### src/rtl/uart_pkg.sv
// rtl/uart_pkg.sv - shared constants, FSM encoding and baud helper for the multi-byte UART pair
package uart_pkg;

    localparam logic [7:0] PKT_HDR   = 8'h5A;
    localparam int         PKT_LEN   = 8;
    localparam int         DATA_BITS = 8;

    typedef logic [2:0] pkt_state_t;

    localparam pkt_state_t ST_IDLE = 3'd0;
    localparam pkt_state_t ST_LOAD = 3'd1;
    localparam pkt_state_t ST_SEND = 3'd2;
    localparam pkt_state_t ST_WAIT = 3'd3;
    localparam pkt_state_t ST_DONE = 3'd4;

    // Clock cycles per bit, integer-truncated.
    function automatic int calc_bps_cnt(input int clk_freq, input int baud);
        return clk_freq / baud;
    endfunction

endpackage

### src/rtl/uart_byte_tx.sv
// rtl/uart_byte_tx.sv - single byte UART serializer with start, 8 data bits LSB first and stop bits
module uart_byte_tx
    import uart_pkg::*;
#(
    parameter int BPS_CNT   = 434,
    parameter int STOP_BITS = 1
) (
    input  logic       sys_clk,
    input  logic       sys_rst,
    input  logic       tx_start,
    input  logic [7:0] tx_data,
    output logic       tx_done,
    output logic       txd
);

    localparam int CNT_W    = (BPS_CNT > 1) ? $clog2(BPS_CNT) : 1;
    // Bit slot 0 is the start bit, 1..8 data, the rest stop bits.
    localparam int LAST_BIT = DATA_BITS + STOP_BITS;

    logic             busy;
    logic [CNT_W-1:0] baud_cnt;
    logic [3:0]       bit_cnt;
    logic [7:0]       shift;
    logic             bit_end;

    assign bit_end = (baud_cnt == CNT_W'(BPS_CNT - 1));

    // Done is high during the final cycle of the last stop bit so the packet
    // FSM can issue the next byte with only two idle-high cycles in between.
    assign tx_done = busy && bit_end && (bit_cnt == 4'(LAST_BIT));

    // Baud counter, bit counter, shift register and registered line output.
    always_ff @(posedge sys_clk or posedge sys_rst) begin
        if (sys_rst) begin
            busy     <= 1'b0;
            baud_cnt <= '0;
            bit_cnt  <= '0;
            shift    <= '0;
            txd      <= 1'b1;
        end else if (!busy) begin
            baud_cnt <= '0;
            bit_cnt  <= '0;
            if (tx_start) begin
                busy  <= 1'b1;
                shift <= tx_data;
                txd   <= 1'b0;
            end
        end else if (bit_end) begin
            baud_cnt <= '0;
            if (bit_cnt == 4'(LAST_BIT)) begin
                busy    <= 1'b0;
                bit_cnt <= '0;
                txd     <= 1'b1;
            end else begin
                bit_cnt <= bit_cnt + 4'd1;
                if (bit_cnt < 4'(DATA_BITS)) begin
                    txd   <= shift[0];
                    shift <= {1'b0, shift[7:1]};
                end else begin
                    txd <= 1'b1;
                end
            end
        end else begin
            baud_cnt <= baud_cnt + CNT_W'(1);
        end
    end

endmodule

### src/rtl/uart_mult_byte_tx.sv
// rtl/uart_mult_byte_tx.sv - 8-byte packet transmitter: header, payload A..D, additive checksum
module uart_mult_byte_tx
    import uart_pkg::*;
#(
    parameter int CLK_FREQ  = 50_000_000,
    parameter int UART_BPS  = 115200,
    parameter int STOP_BITS = 1
) (
    input  logic        sys_clk,
    input  logic        sys_rst,
    input  logic        send_req,
    input  logic [7:0]  dataA,
    input  logic [15:0] dataB,
    input  logic [15:0] dataC,
    input  logic [7:0]  dataD,
    output logic        send_ack,
    output logic        tx_busy,
    output logic        pack_done,
    output logic [2:0]  byte_idx,
    output logic        uart_txd
);

    localparam int BPS_CNT = calc_bps_cnt(CLK_FREQ, UART_BPS);

    pkt_state_t  state;
    logic [7:0]  lat_a;
    logic [15:0] lat_b;
    logic [15:0] lat_c;
    logic [7:0]  lat_d;
    logic [7:0]  checksum;
    logic [7:0]  cur_byte;
    logic        tx_start;
    logic [7:0]  tx_data;
    logic        tx_done;

    assign checksum = lat_a + lat_b[15:8] + lat_b[7:0] + lat_c[15:8] + lat_c[7:0] + lat_d;

    // Byte multiplexer: picks the packet byte addressed by byte_idx.
    always_comb begin
        cur_byte = PKT_HDR;
        case (byte_idx)
            3'd0: cur_byte = PKT_HDR;
            3'd1: cur_byte = lat_a;
            3'd2: cur_byte = lat_b[15:8];
            3'd3: cur_byte = lat_b[7:0];
            3'd4: cur_byte = lat_c[15:8];
            3'd5: cur_byte = lat_c[7:0];
            3'd6: cur_byte = lat_d;
            3'd7: cur_byte = checksum;
        endcase
    end

    // Packet FSM with payload latch and handshake pulses.
    always_ff @(posedge sys_clk or posedge sys_rst) begin
        if (sys_rst) begin
            state     <= ST_IDLE;
            byte_idx  <= '0;
            lat_a     <= '0;
            lat_b     <= '0;
            lat_c     <= '0;
            lat_d     <= '0;
            send_ack  <= 1'b0;
            tx_busy   <= 1'b0;
            pack_done <= 1'b0;
            tx_start  <= 1'b0;
            tx_data   <= '0;
        end else begin
            send_ack  <= 1'b0;
            pack_done <= 1'b0;
            tx_start  <= 1'b0;
            case (state)
                ST_IDLE: begin
                    if (send_req) begin
                        lat_a    <= dataA;
                        lat_b    <= dataB;
                        lat_c    <= dataC;
                        lat_d    <= dataD;
                        send_ack <= 1'b1;
                        tx_busy  <= 1'b1;
                        state    <= ST_LOAD;
                    end
                end
                ST_LOAD: begin
                    tx_start <= 1'b1;
                    tx_data  <= cur_byte;
                    state    <= ST_WAIT;
                end
                ST_WAIT: begin
                    if (tx_done) begin
                        if (byte_idx == 3'(PKT_LEN - 1)) begin
                            state <= ST_DONE;
                        end else begin
                            byte_idx <= byte_idx + 3'd1;
                            state    <= ST_LOAD;
                        end
                    end
                end
                ST_DONE: begin
                    pack_done <= 1'b1;
                    tx_busy   <= 1'b0;
                    byte_idx  <= '0;
                    state     <= ST_IDLE;
                end
                default: state <= ST_IDLE;
            endcase
        end
    end

    uart_byte_tx #(
        .BPS_CNT   (BPS_CNT),
        .STOP_BITS (STOP_BITS)
    ) u_byte_tx (
        .sys_clk  (sys_clk),
        .sys_rst  (sys_rst),
        .tx_start (tx_start),
        .tx_data  (tx_data),
        .tx_done  (tx_done),
        .txd      (uart_txd)
    );

endmodule
### config.mk
export PLATFORM = sky130hd
export DESIGN_NAME = uart_mult_byte_tx
export DESIGN_NICKNAME = d
export VERILOG_FILES = /design/src/rtl/uart_pkg.sv /design/src/rtl/uart_byte_tx.sv /design/src/rtl/uart_mult_byte_tx.sv
export SDC_FILE = /design/constraint.sdc
export NUM_CORES = 1
export LEC_CHECK = 0
export CAP_MARGIN = 30
export CORE_MARGIN = 4
export CORE_UTILIZATION = 45
export DETAILED_ROUTE_END_ITERATION = 12
export PLACE_DENSITY = 0.66
export SLEW_MARGIN = 20
export SYNTH_ARGS = -nofsm -noshare
export SYNTH_HDL_FRONTEND = slang
export SYNTH_HIERARCHICAL = 1
export SYNTH_SLANG_ARGS = --single-unit
### constraint.sdc
create_clock -name sys_clk -period 6.2 [get_ports sys_clk]
set_input_delay 1.24 -clock sys_clk [delete_from_list [all_inputs] [get_ports sys_clk]]
set_output_delay 1.24 -clock sys_clk [all_outputs]
set_load 0.03 [all_outputs]
==> flow_metrics.env, run 1 <==
export IMPL_core_um2=10900
export IMPL_critPathRequiredTime_ps=6450
export IMPL_reg2reg_to="tx_data[6]"
export IMPL_die_x_um=114
export IMPL_grt_antenna_before_repair=0
export IMPL_final_common_cell="dfrtp_1"
export IMPL_cp_end_kind="flip-flop"
export IMPL_tns_ps=0
export IMPL_drc=0
export IMPL_clk_path_buf_depth=2
export IMPL_htree_levels=3
export IMPL_avgSynthCellArea_um2=10.4
export IMPL_dr_pass1_iters=4
export IMPL_slew_violations=0
export IMPL_p_leak_nw=2.55
export IMPL_setup_violations=0
export IMPL_cts_setup_buffers=0
export IMPL_fin_crit_sh=0.588
export IMPL_critical_path_cell_count=12
export IMPL_cts_sinks=89
export IMPL_ff2ff_path_depth=12
export IMPL_n_antenna_cell=0
export IMPL_synth_seq_cells=89
export IMPL_area_growth_pct=17.7
export IMPL_max_stage_delay_ps=530
export IMPL_min_path_cells=2
export IMPL_synth_seq_area_share=0.442
export IMPL_ant_nets=0
export IMPL_crit_type="flip-flop to flip-flop"
export IMPL_drive_above_1_share=0.0965
export IMPL_yosys_warnings=6
export IMPL_num_fill_cells=957
export IMPL_cts_tree="built"
export IMPL_syn_nets=576
export IMPL_rows=38
export IMPL_syn_area_um2=5040
export IMPL_finalCriticalPeriod_ps=3650
export IMPL_fin_nets=628
export IMPL_routedWlPerCell_um=15.5
export IMPL_synthCells=482
export IMPL_port_buffers=57
export IMPL_clock_fmax_mhz=274
export IMPL_skew_ps=10.8
export IMPL_start_util=0.463
export IMPL_hold_viol_final=0
export IMPL_dieArea_um2=12900
export IMPL_grt_setup_unrepaired="false"
export IMPL_grt_usage=0.175
export IMPL_critical_path_slowest_cell="fa_1"
export IMPL_critPathTopFamily="adder cells"
export IMPL_peakVddDrop_uv=296
export IMPL_via_per_inst=5.32
export IMPL_synth_main_ff_cell="dfrtp_1"
export IMPL_final_area_um2=5930
export IMPL_path_buf_inv=2
export IMPL_postCtsHoldBufs=0
export IMPL_cp_max_fo=3
export IMPL_placed_cells_incl_taps=662
export IMPL_crit_top_cell="fa_1"
export IMPL_crit_path_end="tx_data[6]"
export IMPL_p_total_mw=2.62
export IMPL_path_cells="inv_1, fa_1, inv_1, fa_1, fa_1, ha_1, fa_1, a21o_1, a21oi_1, xnor2_1, a2111oi_0, nor2_1"
export IMPL_fin_hold_ws_ps=481
export IMPL_clk_latency_ps=370
export IMPL_synth_edf_count=0
export IMPL_wirelength_um=10500
export IMPL_multi_input_area_um2=2450
export IMPL_final_cells=679
export IMPL_finish_utilization=0.544
export IMPL_fin_ws_ps=2550
export IMPL_r2r_setup_slack_ps=2550
export IMPL_slew_headroom=0.376
export IMPL_hpwl_um=7610
export IMPL_power_density_nw_per_um2=442
export IMPL_dpl_cell_area_um2=5710
export IMPL_grt_pass1_wl_um=18200
export IMPL_fp_dieH_um=114
export IMPL_path_clk_slew_ps=90
export IMPL_cap_violations=0
export IMPL_cp_startpoint="lat_a[2]"
export IMPL_cts_resized=0
export IMPL_gp_congestion=0.799
export IMPL_final_seq_area_um2=2230
export IMPL_worstReg2RegStart="lat_a[2]"
export IMPL_start_kind="flip-flop"
export IMPL_arrival_ps=3890
export IMPL_final_cell_mix="dfrtp_1, inv_1, clkdlybuf4s50_1, nand2_1, o21ai_0"
export IMPL_grt_pass1_vias=3881
export IMPL_post_place_ws_ps=2550
export IMPL_drt_iter0_markers=178
export IMPL_numCtsBuffers=9
export IMPL_grt_max_degree=67
export IMPL_synth_distinct_cells=52
export IMPL_grt_ovfl_total=0
export IMPL_tightest_slew_ps=936
export IMPL_outcome="finished clean"
export IMPL_min_path_type="flip-flop to flip-flop"
export IMPL_synth_async_reset_ratio=1.00
export IMPL_cts_root_buf="clkbuf_8"
export IMPL_ios=58
export IMPL_vias=3615
state kept, by name, summed over array words and instances (netlist names), 4 cells and up:
register,flops
lat_b,16
lat_c,16
u_byte_tx/baud_cnt,9
lat_a,8
lat_d,8
tx_data,8
u_byte_tx/shift,8
u_byte_tx/bit_cnt,4
worst register-to-register path, stage by stage, from the launching register on:
cell,delay [ps]
dfrtp_1,330
inv_1,70
fa_1,530
inv_1,50
fa_1,500
fa_1,490
ha_1,250
fa_1,410
a21o_1,190
a21oi_1,180
xnor2_1,80
a2111oi_0,390
nor2_1,70
report_power, final:
part / internal [mW] / switching [mW]
combinational: 0.696 / 0.721
sequential: 0.697 / 0.0929
clock: 0.198 / 0.215
Yosys cell counts (4+ instances only):
cell       n  area [µm²]
a21oi_1   15        75.1
buf_2     12        60.1
xnor2_1   10        87.6
nand4_1    4        25.0
a41oi_1    5        43.8
inv_1     70         263
o21ai_0   44         220
dfrtp_1   88        2200
fa_1      27         541
clkbuf_1   4        15.0
o221a_1    7        78.8
nand2_1   50         188
a222oi_1   7        70.1
nand3_1    7        35.0
ha_1      16         200
mux2_2    27         304
or3_1      5        31.3
nand2b_1  10        62.6
nor2_1    21        78.8
cell families (layout without fill, tap and decap cells):
| family | after synthesis | count (layout) | share of synthesized area |
|---|---|---|---|
| AOI/OAI and AO/OA | 99 | 99 | 0.129 |
| xor gates and xnor gates | 14 | 14 | 0.0271 |
| adders and majority gates | 43 | 43 | 0.147 |
| buffers and inverters | 90 | 147 | 0.0733 |
| DFF | 89 | 89 | 0.442 |
| muxes | 30 | 30 | 0.0663 |
| and+or+nand+nor | 117 | 117 | 0.114 |
routing by layer:
layer | global-route usage | vias up | routed length [µm]
li1 | - | 1728 | -
met1 | 0.232 | 1810 | 4760
met2 | 0.291 | 65 | 5270
met3 | 0.0271 | 12 | 325
met4 | 0.0657 | 0 | 153
met5 | 0 | - | 0
worst min-delay path by stage:
stage                             start            end  slack (ps)
final                     u_byte_tx/txd  u_byte_tx/txd         480
after global routing      u_byte_tx/txd  u_byte_tx/txd         500
after CTS                 u_byte_tx/txd  u_byte_tx/txd         480
after detailed placement  u_byte_tx/txd  u_byte_tx/txd         470
after global placement    u_byte_tx/txd  u_byte_tx/txd         460
after floorplan                state[2]       state[0]         460
final cells by class:
type | count | share of cell area
inverter | 70 | 0.0443
tap | 140 | 0.0296
timing repair buffer | 61 | 0.103
sequential | 89 | 0.376
multi-input combinational | 303 | 0.413
clock inverter | 6 | 0.0112
clock buffer | 10 | 0.0232
(Power assumes the default switching activity.)
==> run 2: changes to the inputs <==
clock period = 3.6 ns   (was 6.2 ns; I/O delays follow)
==> flow_metrics.env, run 2 (synthesis gave the netlist of run 1 again) <==
export IMPL_port_buffers=57
export IMPL_cp_startpoint="lat_c[2]"
export IMPL_r2r_setup_slack_ps=130
export IMPL_arrival_ps=3710
export IMPL_cp_max_fo=3
export IMPL_fin_crit_sh=0.963
export IMPL_slew_headroom=0.471
export IMPL_ant_nets=0
export IMPL_via_per_inst=5.21
export IMPL_postCtsHoldBufs=0
export IMPL_hold_viol_final=0
export IMPL_rows=38
export IMPL_drc=0
export IMPL_worstReg2RegStart="lat_c[2]"
export IMPL_start_util=0.463
export IMPL_ff2ff_path_depth=10
export IMPL_max_stage_delay_ps=570
export IMPL_cts_root_buf="clkbuf_8"
export IMPL_grt_pass1_vias=3888
export IMPL_critPathTopFamily="adder cells"
export IMPL_vias=3599
export IMPL_grt_max_degree=62
export IMPL_slew_violations=0
export IMPL_reg2reg_to="tx_data[6]"
export IMPL_hpwl_um=7610
export IMPL_clk_path_buf_depth=2
export IMPL_final_area_um2=6100
export IMPL_crit_path_end="tx_data[6]"
export IMPL_final_cell_mix="dfrtp_1, inv_1, clkdlybuf4s50_1, nand2_1, o21ai_0"
export IMPL_routedWlPerCell_um=15.1
export IMPL_cp_end_kind="flip-flop"
export IMPL_outcome="finished clean"
export IMPL_tightest_slew_ps=787
export IMPL_crit_top_cell="fa_1"
export IMPL_path_buf_inv=0
export IMPL_critical_path_cell_count=10
export IMPL_gp_congestion=0.818
export IMPL_htree_levels=3
export IMPL_top_regs="lat_b (16), lat_c (16), u_byte_tx/baud_cnt (9)"
export IMPL_core_um2=10900
export IMPL_final_common_cell="dfrtp_1"
export IMPL_cts_sinks=89
export IMPL_grt_setup_unrepaired="true"
export IMPL_dieArea_um2=12900
export IMPL_grt_usage=0.174
export IMPL_fin_nets=640
export IMPL_power_density_nw_per_um2=826
export IMPL_fin_hold_ws_ps=477
export IMPL_p_leak_nw=2.64
export IMPL_start_kind="flip-flop"
export IMPL_area_growth_pct=21.1
export IMPL_critPathRequiredTime_ps=3850
export IMPL_crit_type="flip-flop to flip-flop"
export IMPL_grt_pass1_wl_um=17900
export IMPL_grt_ovfl_total=0
export IMPL_skew_ps=8.38
export IMPL_clock_fmax_mhz=288
export IMPL_cap_violations=0
export IMPL_wirelength_um=10400
export IMPL_dpl_cell_area_um2=5750
export IMPL_grt_antenna_before_repair=0
export IMPL_die_x_um=114
export IMPL_dr_pass1_iters=4
export IMPL_min_path_type="flip-flop to flip-flop"
export IMPL_numCtsBuffers=9
export IMPL_cts_tree="built"
export IMPL_ios=58
export IMPL_drive_above_1_share=0.134
export IMPL_drt_iter0_markers=199
export IMPL_n_antenna_cell=0
export IMPL_finalCriticalPeriod_ps=3470
export IMPL_clk_latency_ps=360
export IMPL_setup_violations=0
export IMPL_path_clk_slew_ps=90
export IMPL_path_cells="fa_1, fa_1, fa_1, ha_2, fa_2, a21o_1, a21oi_2, xnor2_1, a2111oi_2, nor2_1"
export IMPL_fp_dieH_um=114
export IMPL_critical_path_slowest_cell="fa_1"
export IMPL_peakVddDrop_uv=616
run 2: cell types whose count changed in the layout (fill, tap and decap cells not counted), moves of 2 or more:
cell,before,now
clkinvlp_4,3,0
a2111oi_0,2,0
inv_2,1,7
inv_1,69,63
buf_4,3,15
bufinv_16,1,4
ha_1,16,14
run 2: cell type report:
type	instances	area (µm²)
Timing Repair Buffer	73	698
Clock inverter	6	130
Sequential cell	89	2230
Tap cell	140	175
Multi-Input combinational cell	303	2480
Fill cell	978	4790
Clock buffer	10	128
Inverter	70	263
run 2: power by group:
group          switching (mW)  internal, mW
clock                   0.354         0.529
sequential              0.159          1.20
combinational            1.38          1.42
total                    1.89          3.15
run 2: worst reg2reg max path: stages, from the launching register on:
cell and delay [ps]:
dfrtp_1 420, fa_1 520, fa_1 570, fa_1 420, ha_2 210, fa_2 390, a21o_1 170, a21oi_2 130
xnor2_1 100, a2111oi_2 350, nor2_1 90
run 2: per-stage QoR:
step | total power, mW | setup TNS [ps] | util | worst slack [ps] | std cells
floorplan | 3.30 | 0 | - | 92.8 | 482
global placement | 3.85 | 0 | 0.528 | 19.7 | 668
detailed placement | 3.89 | -29.6 | 0.528 | -29.6 | 668
CTS | 4.82 | 0 | 0.552 | 21.0 | 684
global route | 5.54 | -62.3 | 0.560 | -53.6 | 691
finish | 5.04 | 0 | 0.560 | 134 | 691
run 2: per-layer routing:
| layer | track usage | routed length, µm | vias up |
|---|---|---|---|
| met5 | 0 | 0 | - |
| met4 | 0.0641 | 108 | 0 |
| met3 | 0.0350 | 415 | 8 |
| met2 | 0.282 | 5170 | 74 |
| met1 | 0.233 | 4730 | 1767 |
| li1 | - | - | 1750 |
run 2: repair_timing:
action                                  in CTS  in global routing
gates resized for setup                      1                 12
pin swaps                                    1                 10
gates cloned                                 0                  0
endpoints found under the setup margin       1                  3
endpoints found under the hold margin        0                  0
setup buffers                                0                  6
run 2: how the worst min path moves through the flow:
stage                        startpoint            end  cells after the start
after floorplan                state[2]       state[0]                      1
after global placement    u_byte_tx/txd  u_byte_tx/txd                      2
after detailed placement  u_byte_tx/txd  u_byte_tx/txd                      2
after CTS                 u_byte_tx/txd  u_byte_tx/txd                      2
after global routing      u_byte_tx/txd  u_byte_tx/txd                      2
final                     u_byte_tx/txd  u_byte_tx/txd                      2
